## config.mk

```make
export PLATFORM = sky130hd
export DESIGN_NAME = rv32v_hazard_unit
export DESIGN_NICKNAME = d
export VERILOG_FILES = /design/src/rtl/rv32v_hazard_unit.sv
export SDC_FILE = /design/constraint.sdc
export NUM_CORES = 1
export LEC_CHECK = 0
export ABC_AREA = 1
export CORE_AREA = 2 2 39 41
export DETAILED_ROUTE_END_ITERATION = 8
export DIE_AREA = 0 0 41 43
export SYNTH_ARGS = -nofsm -noshare
export SYNTH_HDL_FRONTEND = slang
export SYNTH_SLANG_ARGS = --single-unit
```

## constraint.sdc

```tcl
create_clock -name CLK -period 2.9 [get_ports CLK]
set_clock_uncertainty 0.2 [all_clocks]
set_input_delay 0.435 -clock CLK [delete_from_list [all_inputs] [get_ports CLK]]
set_output_delay 0.435 -clock CLK [all_outputs]
set_load 0.01 [all_outputs]
```

## src/rtl/rv32v_hazard_unit.sv

```systemverilog
// Stall/flush controller for the RV32V vector pipeline, with CSR-write flush and front-end drain sequencing.
// Optional statistics counters are enabled with `define RV32V_HAZARD_STATS_EN.
module rv32v_hazard_unit #(
  parameter int DRAIN_CYCLES = 2
) (
  input  logic        CLK,
  input  logic        RST,
  input  logic        busy_f1,
  input  logic        busy_f2,
  input  logic        busy_dec,
  input  logic        busy_ex,
  input  logic        busy_mem,
  input  logic        csr_update,
  output logic        stall_f1,
  output logic        stall_f2,
  output logic        stall_dec,
  output logic        stall_ex,
  output logic        stall_mem,
  output logic        flush_f1,
  output logic        flush_f2,
  output logic        flush_dec,
  output logic        flush_ex,
  output logic        flush_mem
`ifdef RV32V_HAZARD_STATS_EN
  ,
  output logic [31:0] stall_cycles,
  output logic [15:0] csr_flushes
`endif
);

  localparam int CW = (DRAIN_CYCLES > 0) ? $clog2(DRAIN_CYCLES + 1) : 1;

  typedef enum logic [1:0] {
    IDLE  = 2'd0,
    PEND  = 2'd1,
    DRAIN = 2'd2
  } state_t;

  state_t        state_r;
  logic [CW-1:0] cnt_r;
  logic          csr_flush_s;
  logic          chain_f1_s, chain_f2_s, chain_dec_s, chain_ex_s, chain_mem_s;

  // A CSR flush fires once the memory stage can actually commit the write.
  always_comb begin
    csr_flush_s = 1'b0;
    if (RST) begin
      csr_flush_s = 1'b0;
    end else if (((state_r == IDLE) || (state_r == DRAIN)) && csr_update && !busy_mem) begin
      csr_flush_s = 1'b1;
    end else if ((state_r == PEND) && !busy_mem) begin
      csr_flush_s = 1'b1;
    end else begin
      csr_flush_s = 1'b0;
    end
  end

  // Back-propagating stall chain; fetch1 is held while draining.
  always_comb begin
    chain_mem_s = busy_mem;
    chain_ex_s  = busy_ex  | chain_mem_s;
    chain_dec_s = busy_dec | chain_ex_s;
    chain_f2_s  = busy_f2  | chain_dec_s;
    chain_f1_s  = busy_f1  | chain_f2_s | (state_r == DRAIN);
  end

  // Output selection: reset silences everything, a CSR flush overrides any busy.
  always_comb begin
    {stall_f1, stall_f2, stall_dec, stall_ex, stall_mem} = 5'b00000;
    {flush_f1, flush_f2, flush_dec, flush_ex, flush_mem} = 5'b00000;
    if (RST) begin
      {stall_f1, stall_f2, stall_dec, stall_ex, stall_mem} = 5'b00000;
      {flush_f1, flush_f2, flush_dec, flush_ex, flush_mem} = 5'b00000;
    end else if (csr_flush_s) begin
      {stall_f1, stall_f2, stall_dec, stall_ex, stall_mem} = 5'b00000;
      {flush_f1, flush_f2, flush_dec, flush_ex, flush_mem} = 5'b11111;
    end else begin
      {stall_f1, stall_f2, stall_dec, stall_ex, stall_mem} =
        {chain_f1_s, chain_f2_s, chain_dec_s, chain_ex_s, chain_mem_s};
      flush_f1  = 1'b0;
      flush_f2  = chain_f1_s  & ~chain_f2_s;
      flush_dec = chain_f2_s  & ~chain_dec_s;
      flush_ex  = chain_dec_s & ~chain_ex_s;
      flush_mem = chain_ex_s  & ~chain_mem_s;
    end
  end

  // Flush/drain sequencer state and drain counter.
  always_ff @(posedge CLK) begin
    if (RST) begin
      state_r <= IDLE;
      cnt_r   <= {CW{1'b0}};
    end else if (csr_flush_s) begin
      if (DRAIN_CYCLES == 0) begin
        state_r <= IDLE;
        cnt_r   <= {CW{1'b0}};
      end else begin
        state_r <= DRAIN;
        cnt_r   <= CW'(DRAIN_CYCLES);
      end
    end else begin
      case (state_r)
        IDLE: begin
          if (csr_update) begin
            state_r <= PEND;
          end else begin
            state_r <= IDLE;
          end
          cnt_r <= {CW{1'b0}};
        end
        PEND: begin
          state_r <= PEND;
          cnt_r   <= {CW{1'b0}};
        end
        DRAIN: begin
          if (csr_update) begin
            state_r <= PEND;
            cnt_r   <= {CW{1'b0}};
          end else if (cnt_r == CW'(1'b1)) begin
            state_r <= IDLE;
            cnt_r   <= {CW{1'b0}};
          end else begin
            state_r <= DRAIN;
            cnt_r   <= cnt_r - CW'(1'b1);
          end
        end
        default: begin
          state_r <= IDLE;
          cnt_r   <= {CW{1'b0}};
        end
      endcase
    end
  end

`ifdef RV32V_HAZARD_STATS_EN
  // Free-running, silently wrapping performance counters.
  always_ff @(posedge CLK) begin
    if (RST) begin
      stall_cycles <= 32'd0;
      csr_flushes  <= 16'd0;
    end else begin
      if (stall_f1) begin
        stall_cycles <= stall_cycles + 32'd1;
      end else begin
        stall_cycles <= stall_cycles;
      end
      if (csr_flush_s) begin
        csr_flushes <= csr_flushes + 16'd1;
      end else begin
        csr_flushes <= csr_flushes;
      end
    end
  end
`endif

endmodule

```

==> flow_summary.json, run 1 <==
{
  "avgSynthCellArea_um2": 5.91,
  "p_per_area_nw_per_um2": 372,
  "hold_start": "cnt_r[0]$_SDFF_PP0_",
  "nets": 81,
  "tns_ns": 0,
  "core_um2": 1380,
  "fin_crit_sh_pct": 86.1,
  "final_util_pct": 36.7,
  "startpoint": "csr_update",
  "dr.pass1.iters": 4,
  "cts_made_buffers": 3,
  "finalCriticalPeriod_ns": 2.50,
  "chipHeight_um": 43,
  "routedWlPerCell_um": 8.48,
  "post-dp-hpwl_um": 587,
  "drv_slew": 0,
  "drive_gt1_share_pct": 12.9,
  "ant_nets": 0,
  "cts_setup_buffers": 0,
  "clock_latency_ns": 0.24,
  "ys_ff_latch": 4,
  "power_leakage_nw": 0.280,
  "arrival_ns": 1.86,
  "die_area_um2": 1760,
  "max_freq_ghz": 0.400,
  "num_antenna_cells": 0,
  "routed_via_density": 4.13,
  "status": "finished, final reports clean",
  "finalInstanceArea_um2": 508,
  "syn_area_um2": 295,
  "io_buffer_count": 17,
  "num_rows": 14,
  "dpl_cell_area_um2": 485,
  "die_w_um": 41,
  "ctsHtreeMaxLevel": 1,
  "io_pins": 18,
  "final-hold-violation-count": 0,
  "startpoint_type": "input pin",
  "yosys.cell_types.count": 14,
  "vias": 355,
  "maxSlewHeadroom_pct": 89.7,
  "ys_warn_count": 0,
  "crit_type": "in2out",
  "clock_tree.root_cell": "clkbuf_4",
  "gp_congestion": 0.730,
  "post_cts_resized": 0,
  "routed_wl_um": 729,
  "cts.sinks": 4,
  "holdBufCountCts": 0,
  "tritoncts": "done",
  "cts_buffer_depth": 2,
  "path_clk_slew_ns": 0.04,
  "r2r-start": "cnt_r[1]$_SDFF_PP0_",
  "maxCapViolations": 0,
  "yosysSeqAreaShare_pct": 27.1,
  "drt_drc_violations_left": 0,
  "hold_path.class": "reg2reg",
  "setup_viol": 0,
  "initial_core_util_pct": 21.3,
  "syn-num-nets": 59,
  "required_ns": 2.27,
  "grt_pass1_vias": 339,
  "worst_slew_pin_slew_ns": 0.155,
  "grt_antenna_before_repair": 0,
  "grtUsageTotal_pct": 10.3,
  "drt-initial-drc-count": 8,
  "grt_max_degree": 8,
  "area_growth_pct": 72.0,
  "rsz0062_at_grt": "false",
  "cp-end-kind": "primary output",
  "totalPowerFinal_mw": 0.189,
  "synthesis.instances": 50,
  "overflow": 0,
  "cp_max_fo": 5,
  "peakVddDrop_v": 0.000149,
  "grt_pass1_wl_mm": 1.23
}
[registers in the layout (all words and copies together) (netlist names)]
name	count
cnt_r	2
state_r	2
[final cells by class]
| type | count | area (um^2) |
|---|---|---|
| multi-input cells | 32 | 163 |
| flip-flops and latches | 4 | 80.1 |
| fillers | 162 | 876 |
| well taps | 16 | 20.0 |
| clock buffers | 3 | 22.5 |
| repair buffers | 17 | 170 |
| inverters | 14 | 52.6 |
[path summary, 6_finish.rpt]
check                                           end  slack, ns  cells after the start
worst max-delay path                       flush_f2       0.40                      6
worst min-delay path            cnt_r[0]$_SDFF_PP0_       0.22                      1
worst max register to register  cnt_r[0]$_SDFF_PP0_       1.86                      5
worst min register to register  cnt_r[0]$_SDFF_PP0_       0.22                      1
[layer usage]
layer / wire length [um] / track usage [%] / vias up / part of all wire (%)
met5: 0 / 0 / - / 0
li1: - / - / 190 / -
met2: 327 / 13.4 / 13 / 45
met3: 71 / 5.24 / 0 / 9.7
met4: 0 / 6.00 / 0 / 0
met1: 330 / 13.1 / 152 / 45
[cell usage in the layout (no fill, tap or decap), types with 2 or more instances in the layout]
cell,synthesis,layout
a21oi_1,2,2
clkbuf_4,0,3
clkdlybuf4s50_1,0,17
dfxtp_1,4,4
inv_1,13,13
nand2_1,11,11
nand2_2,2,2
nand3_1,2,2
nand4_1,2,2
nor2_1,8,8
[metrics by stage]
step / worst slack [ns] / hold WS [ns] / instances
floorplan: 1.37 / 0.198 / 50
global placement: 0.390 / 0.217 / 83
detailed placement: 0.390 / 0.218 / 83
CTS: 0.384 / 0.224 / 86
global route: 0.286 / 0.253 / 86
finish: 0.403 / 0.221 / 86
[cells in the mapped netlist, drive strengths merged]
library cell   n  area, um^2
a21oi          2        10.0
dfxtp          4        80.1
ha             1        12.5
nor2           9        36.3
o21ai          1        5.00
inv           14        52.6
nand2         13        53.8
nand4          3        25.0
nand3          3        20.0
[where the power goes]
part / leakage, nW / switching [mW] / total, mW / internal [mW]
clock network: 0.0138 / 0.0233 / 0.0696 / 0.0463
registers: 0.0329 / 0.00144 / 0.0603 / 0.0588
logic: 0.233 / 0.0276 / 0.0591 / 0.0315
[logic make-up (layout without fill, tap and decap cells)]
kind of cell | Yosys count | in the layout | share of synthesized area [%]
AND/OR/NAND/NOR | 28 | 28 | 45.8
AO/OA/AOI/OAI | 3 | 3 | 5.08
adder cells (fa/ha/maj) | 1 | 1 | 4.24
flip-flops | 4 | 4 | 27.1
buffers and inverters | 14 | 34 | 17.8
[critical path, stage by stage]
cell and delay [ns]:
clkdlybuf4s50_1 0.46, inv_1 0.06, nand2_2 0.10, nand4_2 0.14
o21ai_1 0.11, clkdlybuf4s50_1 0.55
Note: power is estimated with default switching activity, not from simulation.
==> run 2, diff against run 1 <==
Clock period 2.9 ns to 2.1 ns, I/O delays scaled along.
==> run 2 against run 1 <==
Against the previous run:
- power up 36%
- final area up 4.9%
- register-to-register slack worse by 0.82 ns
- largest power group unchanged
- highest routed layer unchanged
==> flow_summary.json, run 2 (synthesized netlist as in run 1, its figures left out) <==
{
  "io_pins": 18,
  "die_area_um2": 1760,
  "required_ns": 1.58,
  "critPathMaxStageDelay_ns": 0.43,
  "hold_path.class": "reg2reg",
  "ctsHtreeMaxLevel": 1,
  "nets": 86,
  "cp_top_family": "buffers and inverters",
  "reg_top3": "cnt_r (2), state_r (2)",
  "chipHeight_um": 43,
  "worstHoldPathCells": 1,
  "core_um2": 1380,
  "arrival_ns": 1.44,
  "max_freq_ghz": 0.511,
  "grtUsageTotal_pct": 9.92,
  "cpMostUsedCell": "nor2_1",
  "fin_crit_sh_pct": 93.1,
  "grt_max_degree": 7,
  "regArea_um2": 80.1,
  "final_util_pct": 38.5,
  "path_buf_inv": 2,
  "routedWlPerCell_um": 7.82,
  "p_per_area_nw_per_um2": 484,
  "num_rows": 14,
  "worst_slew_pin_slew_ns": 0.138,
  "hold_end": "cnt_r[0]$_SDFF_PP0_",
  "grt_pass1_wl_mm": 1.19,
  "vias": 369,
  "cts_made_buffers": 3,
  "power_leakage_nw": 0.336,
  "routed_via_density": 4.05,
  "cp_max_fo": 3,
  "overflow": 0,
  "cts.sinks": 4,
  "r2r-start": "state_r[0]$_SDFF_PP0_",
  "setup_viol": 0,
  "maxSlewHeadroom_pct": 90.8,
  "crit_type": "in2out",
  "drv_slew": 0,
  "r2r_cells": 5,
  "tritoncts": "done",
  "finalCriticalPeriod_ns": 1.96,
  "fillers": 157,
  "cts_buffer_depth": 2,
  "drive_gt1_share_pct": 18.7,
  "startpoint": "busy_mem",
  "drt_drc_violations_left": 0,
  "status": "finished, final reports clean",
  "grt_pass1_vias": 330,
  "clock_latency_ns": 0.24,
  "final-hold-violation-count": 0,
  "maxCapViolations": 0,
  "crit_slowest_cell": "clkdlybuf4s50_1",
  "path_clk_slew_ns": 0.04,
  "routed_wl_um": 712,
  "tns_ns": 0,
  "final_cell_mix": "inv_1 (13), nand2_1 (11), dlygate4sd2_1 (10)",
  "clock_tree.root_cell": "clkbuf_4",
  "multi_input_area_um2": 163,
  "grt_antenna_before_repair": 0,
  "startpoint_type": "input pin",
  "worstPathCellList": "clkdlybuf4s50_1 -> nor2_2 -> nand3_1 -> nor2_1 -> nor2_1 -> dlygate4sd2_1",
  "cp-end-kind": "primary output",
  "io_buffer_count": 17,
  "holdBufCountCts": 0,
  "cts_setup_buffers": 0,
  "die_w_um": 41,
  "peakVddDrop_v": 0.000327,
  "final_common_cell": "inv_1",
  "num_antenna_cells": 0,
  "post-dp-hpwl_um": 595,
  "area_growth_pct": 80.5,
  "ant_nets": 0,
  "rsz0062_at_grt": "false",
  "dr.pass1.iters": 3,
  "drt-initial-drc-count": 2,
  "gp_congestion": 0.725,
  "initial_core_util_pct": 21.3,
  "r2r_setup_slack_ns": 1.04,
  "reg2reg_to": "cnt_r[1]$_SDFF_PP0_",
  "hold_start": "cnt_r[0]$_SDFF_PP0_"
}
## run 2: cell count changes in the layout (fill, tap and decap cells not counted), sizes merged
cell           delta
buf               +5
clkdlybuf4s50    -10
dlygate4sd2      +10
## run 2: worst max path at each step
stage                to  slack (ns)  cells after the start
2_1_floorplan  stall_f1        0.81                      5
3_3_place_gp   flush_f2       -0.15                      5
3_5_place_dp   flush_f2       -0.15                      5
4_1_cts        stall_f1        0.12                      6
5_1_grt        flush_f2        0.02                      5
6_report       stall_f1        0.14                      6
## run 2: what timing repair did
action | in CTS | in global routing
gates resized for setup | 10 | 0
endpoints found under the setup margin | 10 | 0
hold endpoints to repair | 0 | 0
## run 2: through the flow
| stage | std cells | hold slack (ns) | setup slack, ns | instance area, um^2 | power [mW] |
|---|---|---|---|---|---|
| 6_report | 91 | 0.224 | 0.145 | 533 | 0.258 |
| 5_1_grt | 91 | 0.252 | 0.0246 | 533 | 0.283 |
| 4_1_cts | 91 | 0.227 | 0.121 | 533 | 0.264 |
| 3_5_place_dp | 88 | 0.221 | -0.150 | 523 | 0.174 |
| 3_3_place_gp | 88 | 0.212 | -0.147 | 523 | 0.173 |
| 2_1_floorplan | 50 | 0.198 | 0.808 | 295 | 0.122 |
## run 2: worst reg2reg max path: stages (launching register included)
cell and delay [ns]:
dfxtp_1 0.31, inv_1 0.06, nand2_2 0.09, nand4_2 0.12
buf_4 0.17, nand2_1 0.06
## run 2: cell type report
| type | count | share of cell area, % |
|---|---|---|
| well taps | 16 | 3.76 |
| clock buffers | 3 | 4.23 |
| flip-flops and latches | 4 | 15.0 |
| repair buffers | 22 | 36.6 |
| multi-input cells | 32 | 30.5 |
| inverters | 14 | 9.86 |
## run 2: report_power, final
part	total [mW]	leakage, nW	switching [mW]	internal [mW]
clock network	0.0956	0.0138	0.0317	0.0639
logic	0.0792	0.289	0.0388	0.0404
registers	0.0831	0.0329	0.00185	0.0813
total	0.258	0.336	0.0723	0.186
## run 2: layer usage
layer	vias up	GRT usage [%]	routed length (um)	share of wire [%]
met2	14	15.3	320	45
met4	0	2.00	0	0
met1	154	10.9	318	45
met3	0	6.81	73	10
li1	201	-	-	-
met5	-	0	0	0
